==> src/rtl/regfile_sb_if.sv <==
// Register-file bus: decode-side read/issue/flush and writeback-side write ports.
// The register file takes the slave modport; the pipeline drives the master modport.
interface regfile_sb_if #(
    parameter int DATA_W = 32,
    parameter int ADDR_W = 5,
    parameter int NUM_RD = 2
) ();
    logic [NUM_RD*ADDR_W-1:0] iRAddr;
    logic [NUM_RD*DATA_W-1:0] oRData;
    logic [NUM_RD-1:0]        oRBusy;
    logic                     iWe0;
    logic [ADDR_W-1:0]        iWAddr0;
    logic [DATA_W-1:0]        iWData0;
    logic                     iWe1;
    logic [ADDR_W-1:0]        iWAddr1;
    logic [DATA_W-1:0]        iWData1;
    logic                     iIssue;
    logic [ADDR_W-1:0]        iIssueAddr;
    logic                     iFlush;
    logic [ADDR_W:0]          oBusyCnt;

    modport master (
        output iRAddr, iWe0, iWAddr0, iWData0, iWe1, iWAddr1, iWData1,
               iIssue, iIssueAddr, iFlush,
        input  oRData, oRBusy, oBusyCnt
    );

    modport slave (
        input  iRAddr, iWe0, iWAddr0, iWData0, iWe1, iWAddr1, iWData1,
               iIssue, iIssueAddr, iFlush,
        output oRData, oRBusy, oBusyCnt
    );
endinterface

==> src/rtl/regfile_sb.sv <==
// regfile_sb: multi-port register file with a per-register pending scoreboard.
// NUM_RD combinational read ports with same-cycle forwarding from two write
// ports (port 1 wins), pending bits set at issue and cleared at writeback,
// and a registered count of pending registers.
// Optional build macro REGFILE_ZERO_REG_EN: register 0 is hardwired to zero,
// never forwarded, never pending.
module regfile_sb #(
    parameter int DATA_W = 32,
    parameter int ADDR_W = 5,
    parameter int NUM_RD = 2
) (
    input  logic         clk,
    input  logic         reset,
    regfile_sb_if.slave  rf
);

    localparam int unsigned DEPTH = 1 << ADDR_W;

    logic [DATA_W-1:0] mem_q [DEPTH];
    logic [DATA_W-1:0] mem_d [DEPTH];
    logic [DEPTH-1:0]  pend_q, pend_d;
    logic [ADDR_W:0]   busy_cnt_q, busy_cnt_d;

    logic we0_eff, we1_eff, issue_eff;

    logic [NUM_RD*DATA_W-1:0] rd_data;
    logic [NUM_RD-1:0]        rd_busy;

    // Effective write/issue enables; with the zero register, address 0 is masked
    // here so that storage, forwarding and the scoreboard all ignore it.
    always_comb begin
`ifdef REGFILE_ZERO_REG_EN
        we0_eff   = rf.iWe0   && (rf.iWAddr0    != '0);
        we1_eff   = rf.iWe1   && (rf.iWAddr1    != '0);
        issue_eff = rf.iIssue && (rf.iIssueAddr != '0);
`else
        we0_eff   = rf.iWe0;
        we1_eff   = rf.iWe1;
        issue_eff = rf.iIssue;
`endif
    end

    // Storage next state: port 1 applied last so it wins a same-address collision.
    always_comb begin
        mem_d = mem_q;
        if (we0_eff) mem_d[rf.iWAddr0] = rf.iWData0;
        if (we1_eff) mem_d[rf.iWAddr1] = rf.iWData1;
    end

    // Pending next state (flush > issue > writeback clear > hold) and its popcount.
    always_comb begin
        pend_d     = pend_q;
        busy_cnt_d = '0;
        for (int unsigned r = 0; r < DEPTH; r++) begin
            if (rf.iFlush) begin
                pend_d[r] = 1'b0;
            end else if (issue_eff && (rf.iIssueAddr == ADDR_W'(r))) begin
                pend_d[r] = 1'b1;
            end else if ((we0_eff && (rf.iWAddr0 == ADDR_W'(r))) ||
                         (we1_eff && (rf.iWAddr1 == ADDR_W'(r)))) begin
                pend_d[r] = 1'b0;
            end
            busy_cnt_d = busy_cnt_d + (ADDR_W+1)'(pend_d[r]);
        end
    end

    // Read ports: forward write port 1, then port 0, else storage; a forwarded
    // value is final, so busy is suppressed for it.
    always_comb begin
        logic [ADDR_W-1:0] raddr;
        raddr   = '0;
        rd_data = '0;
        rd_busy = '0;
        for (int unsigned k = 0; k < NUM_RD; k++) begin
            raddr = rf.iRAddr[k*ADDR_W +: ADDR_W];
            if (we1_eff && (raddr == rf.iWAddr1)) begin
                rd_data[k*DATA_W +: DATA_W] = rf.iWData1;
                rd_busy[k]                  = 1'b0;
            end else if (we0_eff && (raddr == rf.iWAddr0)) begin
                rd_data[k*DATA_W +: DATA_W] = rf.iWData0;
                rd_busy[k]                  = 1'b0;
            end else begin
                rd_data[k*DATA_W +: DATA_W] = mem_q[raddr];
                rd_busy[k]                  = pend_q[raddr];
            end
        end
    end

    assign rf.oRData   = rd_data;
    assign rf.oRBusy   = rd_busy;
    assign rf.oBusyCnt = busy_cnt_q;

    // State registers; synchronous reset overrides every same-cycle request.
    always_ff @(posedge clk) begin
        if (reset) begin
            for (int unsigned i = 0; i < DEPTH; i++) begin
                mem_q[i] <= '0;
            end
            pend_q     <= '0;
            busy_cnt_q <= '0;
        end else begin
            mem_q      <= mem_d;
            pend_q     <= pend_d;
            busy_cnt_q <= busy_cnt_d;
        end
    end

endmodule

==> src/flat_wrapper.sv <==
// flat-port wrapper written by rule: the top's interface ports become plain ports
module regfile_sb_flat 
#(
    parameter int DATA_W = 32,
    parameter int ADDR_W = 5,
    parameter int NUM_RD = 2
)
  (clk, reset, rf_iRAddr, rf_iWe0, rf_iWAddr0, rf_iWData0, rf_iWe1, rf_iWAddr1, rf_iWData1, rf_iIssue, rf_iIssueAddr, rf_iFlush, rf_oRData, rf_oRBusy, rf_oBusyCnt);
  regfile_sb_if #(.DATA_W(DATA_W), .ADDR_W(ADDR_W), .NUM_RD(NUM_RD)) rf_i ();
  input  logic clk;
  input  logic reset;
  input wire logic [$bits(rf_i.iRAddr)-1:0] rf_iRAddr;
  input wire logic [$bits(rf_i.iWe0)-1:0] rf_iWe0;
  input wire logic [$bits(rf_i.iWAddr0)-1:0] rf_iWAddr0;
  input wire logic [$bits(rf_i.iWData0)-1:0] rf_iWData0;
  input wire logic [$bits(rf_i.iWe1)-1:0] rf_iWe1;
  input wire logic [$bits(rf_i.iWAddr1)-1:0] rf_iWAddr1;
  input wire logic [$bits(rf_i.iWData1)-1:0] rf_iWData1;
  input wire logic [$bits(rf_i.iIssue)-1:0] rf_iIssue;
  input wire logic [$bits(rf_i.iIssueAddr)-1:0] rf_iIssueAddr;
  input wire logic [$bits(rf_i.iFlush)-1:0] rf_iFlush;
  output wire logic [$bits(rf_i.oRData)-1:0] rf_oRData;
  output wire logic [$bits(rf_i.oRBusy)-1:0] rf_oRBusy;
  output wire logic [$bits(rf_i.oBusyCnt)-1:0] rf_oBusyCnt;
  assign rf_i.iRAddr = rf_iRAddr;
  assign rf_i.iWe0 = rf_iWe0;
  assign rf_i.iWAddr0 = rf_iWAddr0;
  assign rf_i.iWData0 = rf_iWData0;
  assign rf_i.iWe1 = rf_iWe1;
  assign rf_i.iWAddr1 = rf_iWAddr1;
  assign rf_i.iWData1 = rf_iWData1;
  assign rf_i.iIssue = rf_iIssue;
  assign rf_i.iIssueAddr = rf_iIssueAddr;
  assign rf_i.iFlush = rf_iFlush;
  assign rf_oRData = rf_i.oRData;
  assign rf_oRBusy = rf_i.oRBusy;
  assign rf_oBusyCnt = rf_i.oBusyCnt;
  regfile_sb #(.DATA_W(DATA_W), .ADDR_W(ADDR_W), .NUM_RD(NUM_RD)) u_core (.clk(clk), .reset(reset), .rf(rf_i));
endmodule
==> config.mk <==
export PLATFORM = sky130hd
export DESIGN_NAME = regfile_sb_flat
export DESIGN_NICKNAME = d
export VERILOG_FILES = /design/src/rtl/regfile_sb_if.sv /design/src/rtl/regfile_sb.sv /design/src/flat_wrapper.sv
export SDC_FILE = /design/constraint.sdc
export NUM_CORES = 2
export LEC_CHECK = 0
export ABC_CLOCK_PERIOD_IN_PS = 8900
export CAP_MARGIN = 20
export CELL_PAD_IN_SITES_DETAIL_PLACEMENT = 1
export CELL_PAD_IN_SITES_GLOBAL_PLACEMENT = 2
export CORE_ASPECT_RATIO = 1.75
export CORE_MARGIN = 5
export CORE_UTILIZATION = 39
export DETAILED_ROUTE_END_ITERATION = 8
export PLACE_DENSITY_LB_ADDON = 0.1
export SLEW_MARGIN = 20
export SYNTH_ARGS = -nofsm -noshare
export SYNTH_HDL_FRONTEND = slang
export SYNTH_SLANG_ARGS = --single-unit
==> constraint.sdc <==
create_clock -name clk -period 8.9 [get_ports clk]
set_input_delay 2.225 -clock clk [delete_from_list [all_inputs] [get_ports clk]]
set_output_delay 2.225 -clock clk [all_outputs]
set_load 0.01 [all_outputs]
==> impl_metrics.ini <==
[worst_setup_path]
reg2reg_depth = 20
critical_path_class = in -> out
worstReg2RegEnd = u_core.rf.oBusyCnt[4]
crit-reg2reg-launch = u_core.pend_q[0]
critPathArrivalTime_ps = 6140
crit_path_end = rf_oRData[22]
crit_start = rf_iWAddr0[3]
crit_path_max_fanout = 9
worstSetupStartpointType = primary input
critPathCaptureType = output port
crit_required_ps = 6680
r2r_slack_ps = 3220

[synth]
synth.most_common_cell = nand2_1
ys.flop_type = dfxtp_1
synth_cells = 8296
yosys_warnings = 0
async_reset_ff_share_pct = 0
synth_area_leaders = dfxtp_1 (31%), a311oi_1 (12%), mux2i_1 (11%)
syn_nets = 8423
syn_area_per_cell_um2 = 8.15
synth_edf_count = 0
synth-seq-area-share_pct = 31.4
ys_types = 71
synth_common_cells = nand2_1 (1,220), nor2_1 (1,092), dfxtp_1 (1,062)
ys_ff_latch = 1062
netlist.area_leader.share_pct = 31.4
synth_top_cell_by_area = dfxtp_1
syn_area_um2 = 67600

[detailed_routing]
wl_per_cell_um = 41.6
vias_per_cell = 7.35
detail_route.first_pass.iterations = 7
post-route-drc-count = 0
drt_iter0_drc = 9512
drt-total-wl_um = 424000
ant_nets = 0
vias = 74900

[clocking]
cts.clk_slew.worst_paths_ps = 60
clk_path_buf_depth = 3
clkSinkCount = 1062
cts_setup_buffers = 0
cts_resized = 0
cts_max_level = 3
holdBufCountCts = 0
cts_tree = built
cts_buffers = 113
clk_latency_ps = 780
cts_root_buf = clkbuf_16

[place]
gp_congestion = 1.02
placed_area_um2 = 71200
numPortBuffers = 166
hpwl_um = 248000
dp_cells = 9961

[sta]
worst_pin_slew_ps = 1320
hold_violations = 0
tns_ps = 0
fmax_mhz = 120
period_minus_slack_ps = 8360
finalCritPeriodShare_pct = 93.9
setup_viol_count_final = 0
whs_ps = 500
rsz0062_at_grt = false
slew_headroom_pct = 11.9
final_max_slew_viol_count = 0
skew_ps = 12.0

[cells_and_area]
area_growth_pct = 11.0
layout.nets = 7959
layout-drive-gt1-share_pct = 12.3
final_cells = 10200
stdcell_area_um2 = 75100

[job]
maxCapViolations = 0

[global_routing]
grt_max_degree = 184
grt_first_pass_wirelength_um = 583000
grt_use_total_pct = 44.3
antenna_found_initial = 44
grt-ovfl-total = 0
grt_pass1_vias = 73700

[die]
rows = 202
fp.dieH_um = 561
core-area_um2 = 173000
io_pins = 167
die_area_um2 = 182000
start_util_pct = 39.1
fp.dieW_um = 325

[power]
power_mw = 12.0
powerDensity_nw_per_um2 = 159
peakVddDrop_mv = 0.137
power.static_leakage_nw = 25.6

[run_status]
status = complete, no violations

[worst_hold_path]
hp-class = reg -> reg
final cells by class:
cell class,instances,area [um^2]
Inverter,45,169
Fill cell,20100,97800
Clock buffer,172,3430
Clock inverter,29,349
Timing Repair Buffer,555,5000
Antenna cell,30,75.1
Sequential cell,1062,21300
Tap cell,2244,2810
Multi-Input combinational cell,6055,42000
report_power, final:
part	total, mW	internal, mW	switching, mW
logic	1.88	0.564	1.31
clock network	5.16	2.84	2.32
registers	4.92	4.84	0.0788
flip-flops by register name, indices dropped and copies added, names as in the netlist:
signal / flops
u_core.mem_q: 1024
u_core.pend_q: 32
u_core.rf.oBusyCnt: 6
kinds of logic after synthesis:
group / share of synthesized area (%)
AOI/OAI and AO/OA: 21.1
xor gates and xnor gates: 0.298
adders and majority gates: 0.858
buffers and inverters: 7.44
DFF: 31.4
muxes: 19.0
and+or+nand+nor: 19.8
worst max-delay path, cell delays in order:
cell,delay (ps)
clkdlybuf4s50_1,570
buf_4,280
xor2_1,170
nor4_1,510
and2_2,710
nor2_1,310
buf_4,330
a41oi_1,220
buf_4,220
clkdlybuf4s50_1,560
cells in the final DEF, fill, tap and decap left out, types with 30 or more instances in the layout:
master,n
nand2_1,1172
nor2_1,1077
dfxtp_1,1062
a311oi_1,918
mux2i_1,759
nand3_1,632
buf_4,358
a22oi_1,300
mux4_2,213
o21ai_0,198
clkdlybuf4s50_1,155
a211oi_1,127
clkbuf_16,115
a21oi_1,73
o21ai_1,51
nor2b_1,49
nand2_4,48
inv_1,39
mux2_2,39
clkbuf_8,35
buf_12,33
diode_2,30
per-layer routing:
layer | track usage (%) | up-vias | wire [um]
li1 | - | 29600 | -
met1 | 50.5 | 38200 | 150000
met2 | 69.6 | 5082 | 188000
met3 | 10.9 | 1978 | 41100
met4 | 37.7 | 22 | 44800
met5 | 0 | - | 184
worst min path at each step:
stage                     depth (start not counted)               from           endpoint  slack (ps)
after detailed placement                          2  u_core.mem_q[491]  u_core.mem_q[491]         490
after floorplan                                   2  u_core.mem_q[805]  u_core.mem_q[805]         460
after global routing                              2  u_core.mem_q[952]  u_core.mem_q[952]         520
final                                             2  u_core.mem_q[695]  u_core.mem_q[695]         500
after CTS                                         2  u_core.mem_q[685]  u_core.mem_q[685]         500
after global placement                            2   u_core.mem_q[24]   u_core.mem_q[24]         480
stage by stage:
stage / util (%) / worst slack [ps]
2_1_floorplan: - / 945
3_3_place_gp: 41.2 / 161
3_5_place_dp: 41.2 / 224
4_1_cts: 43.4 / 717
5_1_grt: 43.4 / 526
6_report: 43.4 / 539
Power figures use the tool's default switching activity.
